## config.mk

```make
export PLATFORM = sky130hd
export DESIGN_NAME = apb_timer_slave_flat
export DESIGN_NICKNAME = d
export VERILOG_FILES = /design/src/rtl/apb_timer_slave_if.sv /design/src/rtl/apb_timer_slave.sv /design/src/flat_wrapper.sv
export SDC_FILE = /design/constraint.sdc
export NUM_CORES = 1
export LEC_CHECK = 0
export BUFFER_PORTS_ARGS = -buffer_cell sky130_fd_sc_hd__buf_2
export CORE_MARGIN = 4
export CORE_UTILIZATION = 50
export CTS_BUF_LIST = sky130_fd_sc_hd__clkbuf_8
export DETAILED_ROUTE_END_ITERATION = 12
export PLACE_DENSITY_LB_ADDON = 0.12
export SLEW_MARGIN = 15
export SYNTH_ARGS = -nofsm -noshare
export SYNTH_HDL_FRONTEND = slang
export SYNTH_SLANG_ARGS = --single-unit
```

## constraint.sdc

```tcl
create_clock -name hclk -period 2.8 [get_ports hclk]
set_clock_uncertainty 0.05 [all_clocks]
set_input_delay 0.42 -clock hclk [delete_from_list [all_inputs] [get_ports hclk]]
set_output_delay 0.42 -clock hclk [all_outputs]
set_load 0.05 [all_outputs]
```

## src/rtl/apb_timer_slave_if.sv

```systemverilog
// APB bus bundle between the AHB-to-APB bridge (master) and the timer peripheral (slave).
interface apb_timer_slave_if;
  logic        psel;
  logic        penable;
  logic        pwrite;
  logic [31:0] paddr;
  logic [31:0] pwdata;
  logic [31:0] prdata;

  modport master (output psel, penable, pwrite, paddr, pwdata, input prdata);
  modport slave  (input psel, penable, pwrite, paddr, pwdata, output prdata);
endinterface

```

## src/rtl/apb_timer_slave.sv

```systemverilog
// Zero-wait-state APB timer: prescaled down-counter with one-shot/periodic modes,
// sticky expiry flag and a registered level interrupt.
module apb_timer_slave #(
  parameter int CNT_W = 32,
  parameter int PRE_W = 8
) (
  input  logic                hclk,
  input  logic                hresetn,
  apb_timer_slave_if.slave    apb,
  output logic                irq
);

  logic             en_q, en_d;
  logic             periodic_q, periodic_d;
  logic             irq_en_q, irq_en_d;
  logic [CNT_W-1:0] load_q, load_d;
  logic [CNT_W-1:0] value_q, value_d;
  logic [PRE_W-1:0] pre_q, pre_d;
  logic [PRE_W-1:0] pre_cnt_q, pre_cnt_d;
  logic             expired_q, expired_d;
  logic             irq_q, irq_d;
  logic [31:0]      prdata_q, prdata_d;

  logic             wr_acc, rd_setup;
  logic             wr_ctrl, wr_load, wr_pre, wr_status;
  logic             tick, expire;
  logic [31:0]      rd_data;
  logic             unused_bits;

  assign unused_bits = ^{apb.paddr[31:5], apb.paddr[1:0], apb.pwdata};

  assign wr_acc    = apb.psel & apb.penable & apb.pwrite;
  assign rd_setup  = apb.psel & ~apb.penable & ~apb.pwrite;
  assign wr_ctrl   = wr_acc && (apb.paddr[4:2] == 3'd0);
  assign wr_load   = wr_acc && (apb.paddr[4:2] == 3'd1);
  assign wr_pre    = wr_acc && (apb.paddr[4:2] == 3'd3);
  assign wr_status = wr_acc && (apb.paddr[4:2] == 3'd4);

  assign tick   = en_q && (pre_cnt_q == pre_q);
  assign expire = tick && (value_q == '0);

  // Read mux samples current state, so a setup on an update edge sees the pre-update value.
  always_comb begin
    rd_data = '0;
    case (apb.paddr[4:2])
      3'd0:    rd_data[2:0]       = {irq_en_q, periodic_q, en_q};
      3'd1:    rd_data[CNT_W-1:0] = load_q;
      3'd2:    rd_data[CNT_W-1:0] = value_q;
      3'd3:    rd_data[PRE_W-1:0] = pre_q;
      3'd4:    rd_data[0]         = expired_q;
      default: rd_data            = '0;
    endcase
  end

  always_comb begin
    en_d       = en_q;
    periodic_d = periodic_q;
    irq_en_d   = irq_en_q;
    load_d     = load_q;
    value_d    = value_q;
    pre_d      = pre_q;
    pre_cnt_d  = pre_cnt_q;
    expired_d  = expired_q;
    irq_d      = expired_q & irq_en_q;
    prdata_d   = rd_setup ? rd_data : prdata_q;

    if (en_q) pre_cnt_d = tick ? '0 : pre_cnt_q + PRE_W'(1);

    if (tick) begin
      if (value_q != '0)   value_d = value_q - CNT_W'(1);
      else if (periodic_q) value_d = load_q;
      else                 en_d    = 1'b0;
    end

    // Expiry set beats a same-edge W1C.
    if (expire)                             expired_d = 1'b1;
    else if (wr_status && apb.pwdata[0])    expired_d = 1'b0;

    // Bus writes are applied last so they win over same-edge counter updates.
    if (wr_ctrl) begin
      en_d       = apb.pwdata[0];
      periodic_d = apb.pwdata[1];
      irq_en_d   = apb.pwdata[2];
      if (apb.pwdata[0] && !en_q) pre_cnt_d = '0;
    end
    if (wr_load) begin
      load_d    = apb.pwdata[CNT_W-1:0];
      value_d   = apb.pwdata[CNT_W-1:0];
      pre_cnt_d = '0;
    end
    if (wr_pre) begin
      pre_d     = apb.pwdata[PRE_W-1:0];
      pre_cnt_d = '0;
    end
  end

  always_ff @(posedge hclk or negedge hresetn) begin
    if (!hresetn) begin
      en_q       <= 1'b0;
      periodic_q <= 1'b0;
      irq_en_q   <= 1'b0;
      load_q     <= '0;
      value_q    <= '0;
      pre_q      <= '0;
      pre_cnt_q  <= '0;
      expired_q  <= 1'b0;
      irq_q      <= 1'b0;
      prdata_q   <= '0;
    end else begin
      en_q       <= en_d;
      periodic_q <= periodic_d;
      irq_en_q   <= irq_en_d;
      load_q     <= load_d;
      value_q    <= value_d;
      pre_q      <= pre_d;
      pre_cnt_q  <= pre_cnt_d;
      expired_q  <= expired_d;
      irq_q      <= irq_d;
      prdata_q   <= prdata_d;
    end
  end

  assign apb.prdata = prdata_q;
  assign irq        = irq_q;

endmodule
```

## src/flat_wrapper.sv

```systemverilog
// flat-port wrapper written by rule: the top's interface ports become plain ports
module apb_timer_slave_flat 
#(
  parameter int CNT_W = 32,
  parameter int PRE_W = 8
)
  (hclk, hresetn, irq, apb_psel, apb_penable, apb_pwrite, apb_paddr, apb_pwdata, apb_prdata);
  apb_timer_slave_if apb_i ();
  input  logic hclk;
  input  logic hresetn;
  output logic irq;
  input wire logic [$bits(apb_i.psel)-1:0] apb_psel;
  input wire logic [$bits(apb_i.penable)-1:0] apb_penable;
  input wire logic [$bits(apb_i.pwrite)-1:0] apb_pwrite;
  input wire logic [$bits(apb_i.paddr)-1:0] apb_paddr;
  input wire logic [$bits(apb_i.pwdata)-1:0] apb_pwdata;
  output wire logic [$bits(apb_i.prdata)-1:0] apb_prdata;
  assign apb_i.psel = apb_psel;
  assign apb_i.penable = apb_penable;
  assign apb_i.pwrite = apb_pwrite;
  assign apb_i.paddr = apb_paddr;
  assign apb_i.pwdata = apb_pwdata;
  assign apb_prdata = apb_i.prdata;
  apb_timer_slave #(.CNT_W(CNT_W), .PRE_W(PRE_W)) u_core (.hclk(hclk), .hresetn(hresetn), .apb(apb_i), .irq(irq));
endmodule
```

# Word-level counts from Yosys, hierarchy flattened
# Cells that the tools add are included.
[totals]
regBits = 117
inputBits = 69
output_inout_bits = 33
elab_cells = 64
[op_classes]
add_sub_neg = 2
n_eq_ne = 7
muxes = 20
bitwise = 7
reduce_logical = 18
[ops]
columns = ["cell", "count"]
rows = [
  ["32-bit two-way mux", 4],
  ["8-bit two-way mux", 6],
  ["24-bit one-hot mux with 2 select lines", 1],
  ["32-bit zero test", 1],
  ["32-bit nonzero test", 1],
  ["32-bit by 1-bit subtractor with 32-bit output, second input constant", 1],
  ["5-bit one-hot mux with 3 select lines", 1],
  ["8-bit by 1-bit adder with 8-bit output, second input constant", 1],
  ["8-bit equality test", 1],
  ["1-bit logical AND", 8],
  ["2-bit one-hot mux with 4 select lines", 1],
  ["3-bit by 2-bit equality test with 1-bit output, second input constant", 2],
  ["1-bit two-way mux", 6],
  ["2-bit nonzero test", 3],
  ["1-bit bitwise AND", 5],
  ["1-bit one-hot mux with 5 select lines", 1],
  ["3-bit by 1-bit equality test with 1-bit output, second input constant", 1],
  ["3-bit equality test, second input constant", 1],
  ["3-bit zero test", 1],
  ["3-bit AND reduction", 1],
  ["3-bit nonzero test", 1],
  ["2-bit by 1-bit inequality test with 1-bit output, second input constant", 1],
  ["2-bit inequality test, second input constant", 1],
  ["1-bit NOT", 2],
  ["2 further kinds", 2],
]

# Longest topological paths before layout
# Gate-level depths: netlist of the first run.
[depth]
word_depth = 8
ltp_mapped = 10
mapped_depth_nobuf = 8

# Worst setup path after synthesis of the first run
# No wires, ideal clock.
[synth_timing]
path_kind = "register -> register"
from = "reg u_core.value_q[14]"
to = "reg u_core.value_q[23]"
setup_ps = 126
arrival_ps = 2033
required_ps = 2624
path_slack_ps = 591
stages_incl_launch_ff = 10
path_buffers = 3
period_less_slack_ps = 2209
path_cell_list = "dfrtp_1 -> buf_4 -> nor4_4 -> nand4_4 -> or3_1 -> buf_2 -> buf_6 -> a21oi_2 -> nor3_1 -> a221o_1"
[synth_via]
elab_chain_cells = 4
word_cells_on_any_way = 7
classes_between = "1 x add/sub; 3 x mux; 3 x reduce/logical"
[synth_lines]
columns = ["item", "line", "rtl"]
rows = [
  ["from (decl)", "apb_timer_slave.sv:17", "logic [CNT_W-1:0] value_q, value_d;"],
  ["from (signal assigned)", "apb_timer_slave.sv:114", "value_q <= value_d;"],
  ["32-bit by 1-bit subtractor with 32-bit output or 32-bit nonzero test (tied branches)", "apb_timer_slave.sv:70", "if (value_q != '0) value_d = value_q - CNT_W'(1);"],
  ["32-bit two-way mux", "apb_timer_slave.sv:70", ""],
  ["32-bit two-way mux", "apb_timer_slave.sv:69", "if (tick) begin"],
  ["32-bit two-way mux", "apb_timer_slave.sv:86", "if (wr_load) begin"],
]
# Several ways; a longest one is shown, not always the timed one. The select of a mux whose other input is x is not followed.
# A chain may end at the register's enable or synchronous reset.

# Worst setup path after layout of the first run
[layout_timing]
from = "reg u_core.value_q[11]"
to = "reg u_core.value_q[29]"
# The elaborated chain is that of the path after synthesis.

==> results.tsv, run 1 <==
metric	value	unit
row_count	40	
ir_drop	0.000337	V
io_pins	102	
path_buf_inv	0	
clkTransAtPathRegs	70	ps
required	3060	ps
slowest_delay	520	ps
die_x	120	um
antenna_found_initial	0	
cts_root_buf	clkbuf_8	
grt_pass1_wl	27.0	mm
grt_max_degree	50	
pre_cts_ws	301	ps
r2r_cells	6	
fp.coreArea	0.0121	sq mm
wl_per_cell	18.0	um
io_buffers	72	
ys_warn_count	0	
setup.worst_path.end_class	flip-flop	
r2r_end	u_core.value_q[29]$_DFFE_PN0P_	
first_global_vias	5210	
crit_chain	nor4_4 -> nand4_2 -> nor2_1 -> and3_1 -> o21ai_0 -> o22a_1	
rrSetupSlack	260	ps
hold_class	in -> reg	
finalWorstSetupSlack	255	ps
startpoint_type	flip-flop	
start_util	0.515	
syn_nets	747	
fp.dieH	120	um
die-area	0.0143	sq mm
worstSkewPairLatency	430	ps
clk_path_buf_depth	2	
finalCritPeriodShare	0.909	
yosys_register_bits	117	
layout-drive-gt1-share	0.222	
dr_total_vias	5388	
synth_cells	675	
r2r_start	u_core.value_q[11]$_DFFE_PN0P_	
whs_endpoint	u_core.load_q[20]$_DFFE_PN0P_	
power_per_cell_area	849	mW/mm^2
grt_usage	0.237	
hold_buffers	1	
holdPathStages	3	
setup-violations-final	0	
cts_tree	done	
synth-edff-count	0	
drc	0	
arrival	2810	ps
crit_type	reg -> reg	
path_delay_family	simple AND/OR/NAND/NOR gates	
fin_setup_tns	0	ps
synth_sequential_area_ratio	0.469	
max_freq	0.393	GHz
post-route-min-period	2540	ps
syn2layout_area_growth	17.0	%
hpwl	11.7	mm
maxCapViolations	0	
ant_nets	0	
viasPerCell	5.80	
outcome	finished clean	
final_nets	820	
drtIter0Drc	478	
grt-ovfl-total	0	
synth_top_flop_cell	dfrtp_1	
worstMarginPinSlew	687	ps
cp_slowest_cell	nor2_1	
numCtsBuffers	17	
cts_max_level	4	
holdCritStartpoint	apb_pwdata[20]	
synthArstFlopShare	1.00	
cp.depth	6	
gp_congestion	0.882	
post_cts_buffers	0	
synth.avg_cell_area	9.24	sq um
synth_area	0.00624	sq mm
cts_num_sinks	117	
diodes	0	
ctsResizeCount	0	
maxSlewHeadroom	0.542	
slew_viol_final	0	
cp_max_fo	10	
hold_viol	0	
leakagePower	0.00334	uW
routed_wl	16.7	mm
drtPass1Iterations	5	
synth_cell_types	61	
rsz0062_at_grt	no	
-- report_power, final --
| part | switching (uW) | internal, uW | leakage [uW] |
|---|---|---|---|
| sequential | 550 | 2090 | 0.00148 |
| clock | 659 | 1050 | 0.000234 |
| combinational | 1090 | 763 | 0.00163 |
-- cells by family after synthesis --
kind of cell / after synthesis / share of synthesized area
simple gates: 302 / 0.236
compound gates: 147 / 0.167
flops: 117 / 0.469
buf+inv: 54 / 0.0371
xor+xnor: 31 / 0.0435
mux: 21 / 0.0407
fa+ha+maj: 3 / 0.00602
-- synthesized netlist by cell type, types with 7 or more instances --
cell type	number	share of area
a211oi_1	7	0.0084
a21oi_1	20	0.016
a221oi_1	24	0.034
a22oi_1	7	0.0084
a31oi_1	16	0.016
buf_2	14	0.011
clkbuf_1	26	0.016
dfrtp_1	117	0.47
inv_1	7	0.0042
mux2_2	15	0.027
nand2_1	130	0.078
nand3_1	8	0.0064
nand4_1	7	0.0070
nor2_1	92	0.055
nor3_1	16	0.013
o211ai_1	11	0.013
o21ai_0	22	0.018
xnor2_1	22	0.031
xor2_1	9	0.013
-- placed cells by master (no fill, tap or decap), types with 4 or more instances in the layout --
cell | synthesis | layout
a211oi_1 | 7 | 7
a21oi_1 | 20 | 20
a221o_1 | 6 | 6
a221oi_1 | 24 | 24
a22oi_1 | 7 | 7
a31oi_1 | 16 | 16
and3_1 | 6 | 6
buf_2 | 14 | 71
buf_4 | 1 | 28
bufinv_16 | 0 | 4
clkbuf_8 | 0 | 21
clkinv_2 | 0 | 4
dfrtp_1 | 117 | 117
inv_1 | 7 | 9
mux2_2 | 15 | 15
mux2i_1 | 4 | 4
nand2_1 | 130 | 130
nand2b_1 | 5 | 5
nand3_1 | 8 | 8
nand4_1 | 7 | 7
nor2_1 | 92 | 92
nor2b_1 | 5 | 4
nor3_1 | 16 | 16
nor4_1 | 4 | 4
nor4_4 | 4 | 4
o211ai_1 | 11 | 11
o21ai_0 | 22 | 22
o31a_1 | 4 | 4
o31ai_1 | 5 | 5
xnor2_1 | 22 | 22
xor2_1 | 9 | 9
-- worst max path at each step --
stage	start	endpoint
2_1_floorplan	u_core.value_q[14]$_DFFE_PN0P_	u_core.value_q[23]$_DFFE_PN0P_
3_3_place_gp	u_core.pre_cnt_q[3]$_DFF_PN0_	u_core.value_q[6]$_DFFE_PN0P_
3_5_place_dp	u_core.value_q[11]$_DFFE_PN0P_	u_core.value_q[29]$_DFFE_PN0P_
4_1_cts	u_core.pre_cnt_q[3]$_DFF_PN0_	u_core.value_q[27]$_DFFE_PN0P_
5_1_grt	u_core.pre_cnt_q[3]$_DFF_PN0_	u_core.value_q[10]$_DFFE_PN0P_
6_report	u_core.value_q[11]$_DFFE_PN0P_	u_core.value_q[29]$_DFFE_PN0P_
-- tightest hold or removal path: stages --
cell and delay [ps]:
buf_2 90, nand2_1 40, nand2_1 40
-- metrics by stage --
step / instances / instance area [sq um] / util / total power (uW) / hold slack, ps
2_1_floorplan: 675 / 6240 / - / 3960 / 74.4
3_3_place_gp: 896 / 6850 / 0.565 / 4440 / 415
3_5_place_dp: 896 / 6850 / 0.565 / 4500 / 425
4_1_cts: 929 / 7300 / 0.603 / 6230 / 122
5_1_grt: 929 / 7300 / 0.603 / 6560 / 136
6_report: 929 / 7300 / 0.603 / 6200 / 145
-- layer usage --
| metal | GRT usage | vias up | share of wire | routed length [um] |
|---|---|---|---|---|
| met4 | 0.0780 | 0 | 0.014 | 229 |
| met2 | 0.359 | 202 | 0.45 | 7570 |
| met5 | 0 | - | 0 | 0 |
| li1 | - | 2554 | - | - |
| met3 | 0.0415 | 20 | 0.060 | 998 |
| met1 | 0.345 | 2612 | 0.47 | 7890 |
-- state kept, by name, summed over array words and instances, names as in the netlist, 8 cells and up --
signal / cells
u_core.apb.prdata: 32
u_core.load_q: 32
u_core.value_q: 32
u_core.pre_cnt_q: 8
u_core.pre_q: 8
-- cell type report --
| cell class | instances | area, sq um |
|---|---|---|
| clock buffer | 21 | 289 |
| timing repair buffer | 101 | 596 |
| inverter | 7 | 26.3 |
| sequential | 117 | 2930 |
| tap | 168 | 210 |
| multi-input combinational | 504 | 3100 |
| clock inverter | 11 | 155 |
| fill | 1129 | 4810 |
(Power assumes the default switching activity.)
==> inputs of run 2 (changes only) <==
--- a/config.mk
+++ b/config.mk
@@ -11,6 +11,7 @@
 export CTS_BUF_LIST = sky130_fd_sc_hd__clkbuf_8
 export DETAILED_ROUTE_END_ITERATION = 12
 export PLACE_DENSITY_LB_ADDON = 0.12
+export RECOVER_POWER = 100
 export SLEW_MARGIN = 15
 export SYNTH_ARGS = -nofsm -noshare
 export SYNTH_HDL_FRONTEND = slang
==> run 2 against run 1 <==
Net effect:
- hold slack worse by 2.6 ps
- sequential power hardly changed
- routed wire length is 0.56% higher
- total power is 0.48% lower
- largest cell class unchanged
- clock power hardly changed
- critical endpoint is now u_core.value_q[21]$_DFFE_PN0P_
- register-to-register slack worse by 20 ps
- first-iteration DRC count is 3.6% higher
- maximum frequency is 0.82% lower
- largest power group unchanged
==> results.tsv, run 2 (synthesized netlist as in run 1, its figures left out) <==
metric	value	unit	change
cp_slowest_cell	nor4_4		was nor2_1
fin_hold_ws	142	ps	was 145 ps
gp_congestion	0.882		unchanged
dr_total_vias	5408		was 5388
drtPass1Iterations	5		unchanged
row_count	40		unchanged
switching_share	0.374		was 0.371
finalCritPeriodShare	0.916		was 0.909
power.net_switching	2310	uW	was 2300 uW
fin_setup_tns	0	ps	unchanged
worstSkewPairLatency	430	ps	about the same
layout-drive-gt1-share	0.166		was 0.222
cts_tree	done		unchanged
fp.dieH	120	um	unchanged
power_per_cell_area	858	mW/mm^2	was 849 mW/mm^2
finalWorstSetupSlack	234	ps	was 255 ps
final_nets	820		unchanged
cts_root_buf	clkbuf_8		unchanged
antenna_found_initial	0		unchanged
syn2layout_area_growth	15.3	%	was 17.0%
routed_wl	16.8	mm	was 16.7 mm
die-area	0.0143	sq mm	unchanged
required	3090	ps	was 3060 ps
hold_viol	0		unchanged
grt_max_degree	50		unchanged
cts_max_level	4		unchanged
fillers	1156		was 1129
io_buffers	72		unchanged
die_x	120	um	unchanged
path_delay_family	simple AND/OR/NAND/NOR gates		unchanged
first_global_vias	5210		unchanged
layout_common_cells	nand2_1 (130), dfrtp_1 (117), nor2_1 (92)		unchanged
max_freq	0.390	GHz	was 0.393 GHz
worstMarginPinSlew	1410	ps	was 687 ps
drtIter0Drc	495		was 478
ant_nets	0		unchanged
finalPower	6170	uW	was 6200 uW
comb_power_share	0.294		was 0.299
p_int	3860	uW	was 3900 uW
slowest_delay	500	ps	was 520 ps
drc	0		unchanged
crit_chain	nor4_4 -> nand4_4 -> or3_1 -> clkbuf_2 -> o21ai_2 -> a2bb2oi_1 -> o211ai_1		was nor4_4 -> nand4_2 -> nor2_1 -> and3_1 -> o21ai_0 -> o22a_1
startpoint_type	flip-flop		unchanged
hold_class	in -> reg		unchanged
wl_per_cell	18.1	um	was 18.0 um
stdcell_count	929		unchanged
placed_cells	896		unchanged
slew_viol_final	0		unchanged
clkTransAtPathRegs	70	ps	about the same
path_buf_inv	1		was 0
fp.coreArea	0.0121	sq mm	unchanged
pre_cts_ws	301	ps	unchanged
crit_type	reg -> reg		unchanged
diodes	0		unchanged
grt_pass1_wl	27.0	mm	unchanged
layout_commonest_cell	nand2_1		unchanged
viasPerCell	5.82		was 5.80
maxSlewHeadroom	0.0631		was 0.542
outcome	finished clean		unchanged
seqPwrFrac	0.428		was 0.425
numCtsBuffers	17		unchanged
grt-ovfl-total	0		unchanged
ir_drop	0.000337	V	about the same
maxCapViolations	0		unchanged
hpwl	11.7	mm	unchanged
clk_path_buf_depth	2		unchanged
post-route-min-period	2570	ps	was 2540 ps
leakagePower	0.00319	uW	was 0.00334 uW
setup-violations-final	0		unchanged
setup.worst_path.end_class	flip-flop		unchanged
io_pins	102		unchanged
start_util	0.515		unchanged
arrival	2850	ps	was 2810 ps
p_clk_frac	0.278		was 0.276
rsz0062_at_grt	no		unchanged
post_cts_buffers	0		unchanged
cts_num_sinks	117		unchanged
cp_max_fo	12		was 10
grt_usage	0.237		unchanged
run 2: cell count changes in the layout (fill, tap and decap cells not counted), sizes merged:
cell    before  now
clkbuf      21   66
buf        100   55
run 2: tightest hold or removal path, stage by stage:
cell     delay (ps)
buf_2            90
nand2_1          40
nand2_1          40
run 2: metrics by stage:
stage,util,instance area [sq um]
after floorplan,-,6240
after global placement,0.565,6850
after detailed placement,0.565,6850
after CTS,0.603,7300
after global routing,0.594,7190
final,0.594,7190
run 2: power groups by stage:
stage          clock network, uW  logic, uW  registers (uW)
4_1_cts                     1750       1860            2630
2_1_floorplan                  0       1210            2750
6_report                    1720       1810            2640
5_1_grt                     1810       2000            2710
3_5_place_dp                   0       1850            2650
3_3_place_gp                   0       1810            2630
run 2: area by class of cell:
class                   count  area (sq um)  area share
clock buffers              21           289      0.0402
clock inverters            11           155      0.0216
inverters                   7          26.3     0.00365
multi-input cells         504          3080       0.428
flip-flops and latches    117          2930       0.407
well taps                 168           210      0.0292
repair buffers            101           508      0.0706
run 2: worst paths after layout:
path	start	depth (start not counted)	slack, ps	endpoint
max	u_core.value_q[11]$_DFFE_PN0P_	7	230	u_core.value_q[21]$_DFFE_PN0P_
min	apb_pwdata[20]	3	140	u_core.load_q[20]$_DFFE_PN0P_
max reg2reg	u_core.value_q[11]$_DFFE_PN0P_	7	230	u_core.value_q[21]$_DFFE_PN0P_
min reg2reg	u_core.apb.prdata[6]$_DFFE_PN0P_	2	430	u_core.apb.prdata[6]$_DFFE_PN0P_
max in group asynchronous	hresetn	3	530	u_core.load_q[17]$_DFFE_PN0P_
min in group asynchronous	hresetn	2	750	u_core.en_q$_DFFE_PN0P_
run 2: per-layer routing:
metal	wire length, um	track usage
met2	7500	0.359
met1	7860	0.345
met4	244	0.0780
met3	1180	0.0415
met5	0	0
run 2: timing repair:
item                                   4_1_cts  5_1_grt
resized for setup                            0        0
endpoints found under the hold margin       47        0
hold buffers                                 1        0
